`src/rtl/usb_report_transmitter.sv`:
```
// Sends a panel-switch report to an external USB FIFO, one byte per nibble.
// Optional macro USB_TX_CHECKSUM_EN appends a fifth byte carrying the nibble XOR.
module usb_report_transmitter #(
  parameter int SETUP_CYCLES    = 2,
  parameter int WR_PULSE_CYCLES = 4,
  parameter int RECOVER_CYCLES  = 3
) (
  input  logic        clk,
  input  logic        reset_n,
  input  logic        txe_n,
  input  logic        bus_grant,
  input  logic        report_request,
  input  logic [15:0] panel_switches,
  output logic [7:0]  data_out,
  output logic        wr_n,
  output logic        data_out_enable,
  output logic        busy,
  output logic        done
);

  // state    | meaning
  // IDLE     | no report running; waits for a granted request
  // WAIT_TXE | waits for the FIFO to accept a byte
  // SETUP    | data driven, wr_n still high
  // STROBE   | wr_n low
  // HOLD     | wr_n back high, data still driven
  // RECOVER  | bus released, lets txe_n settle before next byte
  // DONE     | one-cycle done pulse
  localparam logic [2:0] IDLE     = 3'd0;
  localparam logic [2:0] WAIT_TXE = 3'd1;
  localparam logic [2:0] SETUP    = 3'd2;
  localparam logic [2:0] STROBE   = 3'd3;
  localparam logic [2:0] HOLD     = 3'd4;
  localparam logic [2:0] RECOVER  = 3'd5;
  localparam logic [2:0] DONE     = 3'd6;

`ifdef USB_TX_CHECKSUM_EN
  localparam logic [2:0] LAST_IDX = 3'd4;
`else
  localparam logic [2:0] LAST_IDX = 3'd3;
`endif

  logic [2:0]  state;
  logic [2:0]  idx;
  logic [3:0]  cnt;
  logic [15:0] snap;
  logic        pending;
  logic [3:0]  nibble;
  logic [3:0]  tag;
  logic [7:0]  next_byte;

  always_comb begin
    nibble = 4'h0;
    case (idx)
      3'd0: nibble = snap[3:0];
      3'd1: nibble = snap[7:4];
      3'd2: nibble = snap[11:8];
      3'd3: nibble = snap[15:12];
`ifdef USB_TX_CHECKSUM_EN
      3'd4: nibble = snap[3:0] ^ snap[7:4] ^ snap[11:8] ^ snap[15:12];
`endif
      default: nibble = 4'h0;
    endcase
    tag       = {1'b0, idx} + 4'd1;
    next_byte = {tag, nibble};
  end

  always_ff @(posedge clk or negedge reset_n) begin
    if (!reset_n) begin
      state           <= IDLE;
      idx             <= 3'd0;
      cnt             <= 4'd0;
      snap            <= 16'h0000;
      pending         <= 1'b0;
      data_out        <= 8'h00;
      wr_n            <= 1'b1;
      data_out_enable <= 1'b0;
      busy            <= 1'b0;
      done            <= 1'b0;
    end else begin
      done <= 1'b0;
      // Requests arriving mid-report (including in DONE) merge into one pending slot.
      if (report_request && state != IDLE) pending <= 1'b1;
      case (state)
        IDLE: begin
          if ((report_request || pending) && bus_grant) begin
            snap    <= panel_switches;
            idx     <= 3'd0;
            busy    <= 1'b1;
            pending <= 1'b0;
            state   <= WAIT_TXE;
          end else if (report_request) begin
            pending <= 1'b1;
            busy    <= 1'b1;
          end
        end
        WAIT_TXE: begin
          if (!txe_n) begin
            data_out        <= next_byte;
            data_out_enable <= 1'b1;
            cnt             <= 4'(SETUP_CYCLES - 1);
            state           <= SETUP;
          end
        end
        SETUP: begin
          if (cnt == 4'd0) begin
            wr_n  <= 1'b0;
            cnt   <= 4'(WR_PULSE_CYCLES - 1);
            state <= STROBE;
          end else begin
            cnt <= cnt - 4'd1;
          end
        end
        STROBE: begin
          if (cnt == 4'd0) begin
            wr_n  <= 1'b1;
            state <= HOLD;
          end else begin
            cnt <= cnt - 4'd1;
          end
        end
        HOLD: begin
          data_out_enable <= 1'b0;
          cnt             <= 4'(RECOVER_CYCLES - 1);
          state           <= RECOVER;
        end
        RECOVER: begin
          if (cnt == 4'd0) begin
            if (idx == LAST_IDX) begin
              done  <= 1'b1;
              state <= DONE;
            end else begin
              idx   <= idx + 3'd1;
              state <= WAIT_TXE;
            end
          end else begin
            cnt <= cnt - 4'd1;
          end
        end
        DONE: begin
          busy  <= pending || report_request;
          state <= IDLE;
        end
        default: state <= IDLE;
      endcase
    end
  end

endmodule
```
`config.mk`:
```
export PLATFORM = sky130hd
export DESIGN_NAME = usb_report_transmitter
export DESIGN_NICKNAME = d
export VERILOG_FILES = /design/src/rtl/usb_report_transmitter.sv
export SDC_FILE = /design/constraint.sdc
export NUM_CORES = 1
export LEC_CHECK = 0
export ABC_AREA = 1
export CAP_MARGIN = 10
export CELL_PAD_IN_SITES_DETAIL_PLACEMENT = 1
export CELL_PAD_IN_SITES_GLOBAL_PLACEMENT = 2
export CORE_UTILIZATION = 31
export DETAILED_ROUTE_END_ITERATION = 16
export GPL_ROUTABILITY_DRIVEN = 0
export HOLD_SLACK_MARGIN = 0.15
export PLACE_DENSITY_LB_ADDON = 0.1
export SETUP_SLACK_MARGIN = 0.05
export SLEW_MARGIN = 20
export SYNTH_ARGS = -nofsm -noshare
export SYNTH_HDL_FRONTEND = slang
export SYNTH_SLANG_ARGS = --single-unit
```
`constraint.sdc`:
```
create_clock -name clk -period 1.6 [get_ports clk]
set_input_delay 0.32 -clock clk [delete_from_list [all_inputs] [get_ports clk]]
set_output_delay 0.32 -clock clk [all_outputs]
set_load 0.01 [all_outputs]
```
==> results of run 1 <==
-- power by group through the flow --
stage          combinational, W  clock [W]  sequential (W)
2_1_floorplan           0.00152          0         0.00160
3_5_place_dp            0.00237          0         0.00165
6_report                0.00237   0.000660         0.00163
4_1_cts                 0.00237   0.000690         0.00163
3_3_place_gp            0.00233          0         0.00164
5_1_grt                 0.00270   0.000729         0.00168
-- layout make-up --
class                   instances  area (um2)
clock buffers                   6       72.57
repair buffers                 53       489.2
clock inverters                 2       12.51
multi-input cells             194        1003
inverters                      18       67.56
flip-flops and latches         39       979.7
well taps                      77       96.34
fillers                       789        3701
-- per-stage QoR --
stage	instances	setup slack (ps)	setup TNS (ps)	cell area, um2	power [W]
after detailed placement	380	-12.60	-16.82	2597	0.004018
final	389	97.15	0	2721	0.004665
after CTS	389	82.39	0	2691	0.004695
after global placement	380	65.36	0	2597	0.003972
after floorplan	259	99.96	0	2078	0.003123
after global routing	389	45.55	0	2721	0.005117
-- state kept, by name, summed over array words and instances, names as in the netlist --
signal	flops
wr_n	1
snap	16
done	1
pending	1
busy	1
data_out	8
cnt	4
state	3
data_out_enable	1
idx	3
-- kinds of logic after synthesis --
family,after synthesis,share of synthesized area
AND/OR/NAND/NOR,172,0.3853
flip-flops,39,0.4702
buffers and inverters,26,0.05900
AO/OA/AOI/OAI,13,0.03492
adder cells (fa/ha/maj),7,0.04214
XOR/XNOR,2,0.008430
-- what timing repair did --
action	CTS	global route
setup buffers	0	0
gates resized for setup	1	9
endpoints found under the hold margin	38	0
gates cloned	0	0
hold buffers	1	0
setup endpoints to repair	1	19
-- placed cells by master, fill, tap and decap left out, types with 6 or more instances in the layout --
| cell type | count |
|---|---|
| clkdlybuf4s50_1 | 29 |
| inv_1 | 11 |
| nor2_4 | 6 |
| nand3_1 | 41 |
| buf_4 | 19 |
| ha_1 | 6 |
| inv_2 | 7 |
| dfrtp_1 | 36 |
| nand2_1 | 99 |
| nand4_1 | 7 |
-- final timing paths --
kind / slack (ps) / cells after the start / to / from
setup reg to reg: 140 / 8 / idx[0] / idx[0]
hold reg to reg: 470 / 2 / data_out[5] / data_out[5]
min in group asynchronous: 620 / 3 / state[1] / reset_n
setup / recovery: 100 / 1 / busy / busy
hold / removal: 470 / 2 / data_out[5] / data_out[5]
max in group asynchronous: 600 / 3 / state[2] / reset_n
-- layer usage --
metal / vias up / wire length, um / track usage
met1: 860 / 2777 / 0.2317
met4: 0 / 51 / 0.04232
met2: 28 / 2198 / 0.2511
li1: 942 / - / -
met3: 5 / 142 / 0.03264
met5: - / 0 / 0
==> impl_metrics.json, run 1 <==
{
  "min_period_over_period": 0.9393,
  "cts_buffers": 5,
  "setup_violations": 0,
  "vias": 1835,
  "cts.sink_count": 39,
  "comb_power_share": 0.509,
  "first_global_vias": 1937,
  "rows": 29,
  "synth-seq-area-share": 0.4702,
  "netlist_instances": 259,
  "synth_most_common_cell": "nand2_1",
  "maxCapViolCount": 0,
  "yosys_warnings": 0,
  "cts_tree": "built",
  "outcome": "finished with violations",
  "cpPeakStageDelay_ps": 540,
  "grt_max_degree": 40,
  "finalHoldViolations": 0,
  "slew_headroom": 0.6565,
  "areaGrowthSynthToFinish_pct": 30.95,
  "worst-path-buf-inv": 1,
  "drtAntennaViolNets": 0,
  "ioPinCount": 33,
  "dieArea_um2": 7036,
  "syn_avg_cell_area_um2": 8.024,
  "antenna_found_initial": 0,
  "violations": "DRC",
  "drt-pass1-iter-count": 10,
  "slew_violations": 0,
  "ir_worst_vdd_uv": 563.1,
  "path_cells": "clkdlybuf4s50_1",
  "whs_ps": 473.1,
  "die_w_um": 83.88,
  "fmax_mhz": 665.4,
  "layout_min_cycle_time_ps": 1503,
  "grt_setup_unrepaired": "false",
  "power_frac_clock": 0.141,
  "drt_iter0_drc": 67,
  "drive_gt1_frac": 0.1859,
  "ys_types": 27,
  "cts-root-buf": "clkbuf_8",
  "clock_latency_ps": 290,
  "slowest_stage": "clkdlybuf4s50_1",
  "crit_family": "buffers and inverters",
  "initial_core_util": 0.3236,
  "nets": 339,
  "p_int_w": 0.002690,
  "seq_power_share": 0.350,
  "synthesis.nets": 287,
  "pwr_density_cell_nw_per_um2": 1714,
  "cts_buffer_depth": 2,
  "grtUsageTotal": 0.1626,
  "p_leak_nw": 1.359,
  "die-height_um": 83.88,
  "critPathMaxFanout": 2,
  "cp-end-kind": "primary output",
  "synth-edff-count": 0,
  "clkSlewWorstSetupHoldPaths_ps": 80,
  "core_area_um2": 6422,
  "antenna_cells": 0,
  "worstSetupStartpointType": "flip-flop",
  "hpwl_mm": 3.912,
  "io_buffers": 32,
  "via_per_inst": 4.717,
  "p_switching_w": 0.001976,
  "ys_ff_latch": 39,
  "route.detailed.drc": 5,
  "yosysTopAreaCell": "dfrtp_1",
  "worst_pin_slew_ps": 515.3,
  "syn_area_um2": 2078,
  "min-delay-path-class": "flip-flop to flip-flop",
  "synth_commonest_cells": "100 x nand2_1, 42 x nand3_1, 38 x dfrtp_1",
  "arrival_ps": 1180,
  "synth_area_leaders": "dfrtp_1 46%, nand2_1 18%, nand3_1 10%, ha_1 4.2%, nor2_4 2.7%",
  "grt_pass1_wl_mm": 9.128,
  "grt_overflow": 0,
  "final_util": 0.4237,
  "drt-wirelength-per-cell_um": 13.29,
  "swShare": 0.4235,
  "htreeDepth": 2,
  "synth_top_flop_cell": "dfrtp_1",
  "skew_ps": 7.542,
  "async_flop_share": 1.000,
  "synth_top_area_share": 0.4576,
  "cp_data_required_time_ps": 1280,
  "critPathKind": "flip-flop to primary output",
  "wirelength_mm": 5.169
}
No activity file was read; power rests on OpenSTA's default activity.
==> run 2: changes to the inputs <==
CELL_PAD_IN_SITES_DETAIL_PLACEMENT = 0   (was 1)
==> impl_metrics.json, run 2 (synthesis results as in run 1) <==
{
  "outcome": "finished with violations",
  "violations": "DRC",
  "largestRegisters": "snap x16, data_out x8, cnt x4",
  "grt_pass1_wl_mm": 8.507,
  "dieArea_um2": 7036,
  "whs_ps": 473.8,
  "cts_buffer_depth": 2,
  "pwr_density_cell_nw_per_um2": 1694,
  "clkSlewWorstSetupHoldPaths_ps": 70,
  "min_period_over_period": 0.9369,
  "mostFrequentLayoutCell": "nand2_1",
  "areaGrowthSynthToFinish_pct": 31.25,
  "fmax_mhz": 667.1,
  "route.detailed.drc": 4,
  "die_w_um": 83.88,
  "io_buffers": 32,
  "ir_worst_vdd_uv": 665.6,
  "cp_data_required_time_ps": 1280,
  "slowest_stage": "clkdlybuf4s50_1",
  "htreeDepth": 2,
  "worst-path-buf-inv": 1,
  "ioPinCount": 33,
  "via_per_inst": 4.635,
  "place_area_um2": 2597,
  "critPathMaxFanout": 2,
  "initial_core_util": 0.3236,
  "final_cell_mix": "98 x nand2_1, 41 x nand3_1, 36 x dfrtp_1",
  "maxCapViolCount": 0,
  "worst_pin_slew_ps": 511.8,
  "first_global_vias": 1758,
  "setup_violations": 0,
  "num-fill-cells": 688,
  "critPathKind": "flip-flop to primary output",
  "grt_overflow": 0,
  "nets": 339,
  "vias": 1803,
  "worstSetupStartpointType": "flip-flop",
  "antenna_found_initial": 0,
  "cts_tree": "built",
  "cts_buffers": 5,
  "die-height_um": 83.88,
  "finalHoldViolations": 0,
  "wirelength_mm": 4.868,
  "final_util": 0.4247,
  "skew_ps": 3.594,
  "whs_path_depth": 2,
  "reg2reg_setup_slack_ps": 180,
  "drt-pass1-iter-count": 10,
  "rows": 29,
  "postCtsSetupRepairBufs": 0,
  "p_leak_nw": 1.340,
  "rr_endpoint": "state[2]",
  "hpwl_mm": 3.616,
  "grt_setup_unrepaired": "false",
  "crit_family": "buffers and inverters",
  "drtAntennaViolNets": 0,
  "r2r_cells": 9,
  "antenna_cells": 0,
  "hp-start": "data_out[5]",
  "arrival_ps": 1180,
  "largest_register_ffs": 16,
  "fin_tns_setup_ps": 0,
  "grtUsageTotal": 0.1521,
  "grt_max_degree": 40,
  "design_area_um2": 2728,
  "cts.sink_count": 39,
  "slew_violations": 0,
  "layout_min_cycle_time_ps": 1499,
  "drt_iter0_drc": 61,
  "drive_gt1_frac": 0.1891,
  "largest-register": "snap",
  "core_area_um2": 6422,
  "cpPeakStageDelay_ps": 530,
  "p_total_w": 0.004621,
  "cts-root-buf": "clkbuf_8",
  "clock_latency_ps": 290,
  "min-delay-path-class": "flip-flop to flip-flop",
  "path_cells": "clkdlybuf4s50_1",
  "reg2reg_from": "state[0]",
  "slew_headroom": 0.6588,
  "drt-wirelength-per-cell_um": 12.51,
  "cp-end-kind": "primary output",
  "holdPathEnd": "data_out[5]"
}
-- run 2: cell count changes in the layout (fill, tap and decap cells not counted), sizes merged --
| cell | previous run | this run |
|---|---|---|
| clkbuf | 6 | 7 |
| clkinvlp | 1 | 0 |
-- run 2: timing repair --
| action | in CTS | in global routing |
|---|---|---|
| endpoints found under the setup margin | 1 | 19 |
| endpoints found under the hold margin | 38 | 0 |
| resized for setup | 1 | 11 |
| hold buffers | 1 | 0 |
| gates cloned | 0 | 0 |
| pin swaps | 0 | 1 |
-- run 2: area by class of cell --
cell class	count	area, um2	area share
inverter	18	67.56	0.02477
timing repair buffer	53	489.2	0.1794
sequential	39	979.7	0.3592
clock buffer	7	76.32	0.02798
clock inverter	1	5.005	0.001835
tap	77	96.34	0.03532
multi-input combinational	194	1013	0.3716
-- run 2: metrics by stage --
| stage | setup WS, ps | std cells |
|---|---|---|
| 6_report | 101.0 | 389 |
| 3_3_place_gp | 65.36 | 380 |
| 5_1_grt | 58.28 | 389 |
| 3_5_place_dp | 43.03 | 380 |
| 4_1_cts | 80.15 | 389 |
| 2_1_floorplan | 99.96 | 259 |
-- run 2: worst max path at each step --
stage / start / cells after the start / slack, ps / end
after floorplan: idx[2] / 9 / 100 / idx[0]
after global placement: txe_n / 6 / 70 / cnt[3]
after detailed placement: txe_n / 6 / 40 / cnt[3]
after CTS: busy / 1 / 80 / busy
after global routing: data_out[7] / 1 / 60 / data_out[7]
final: data_out[4] / 1 / 100 / data_out[4]
-- run 2: metal layers --
metal | vias up | GRT usage | wire length (um)
li1 | 942 | - | -
met1 | 822 | 0.2314 | 2720
met2 | 33 | 0.2139 | 1935
met3 | 6 | 0.02967 | 147
met4 | 0 | 0.04702 | 64
met5 | - | 0 | 0
-- run 2: power breakdown --
part	switching, W	total, W	internal (W)	leakage [nW]
Sequential	0.000261	0.00163	0.00137	0.485
Combinational	0.00133	0.00235	0.00101	0.813
Clock	0.000336	0.000642	0.000306	0.0422
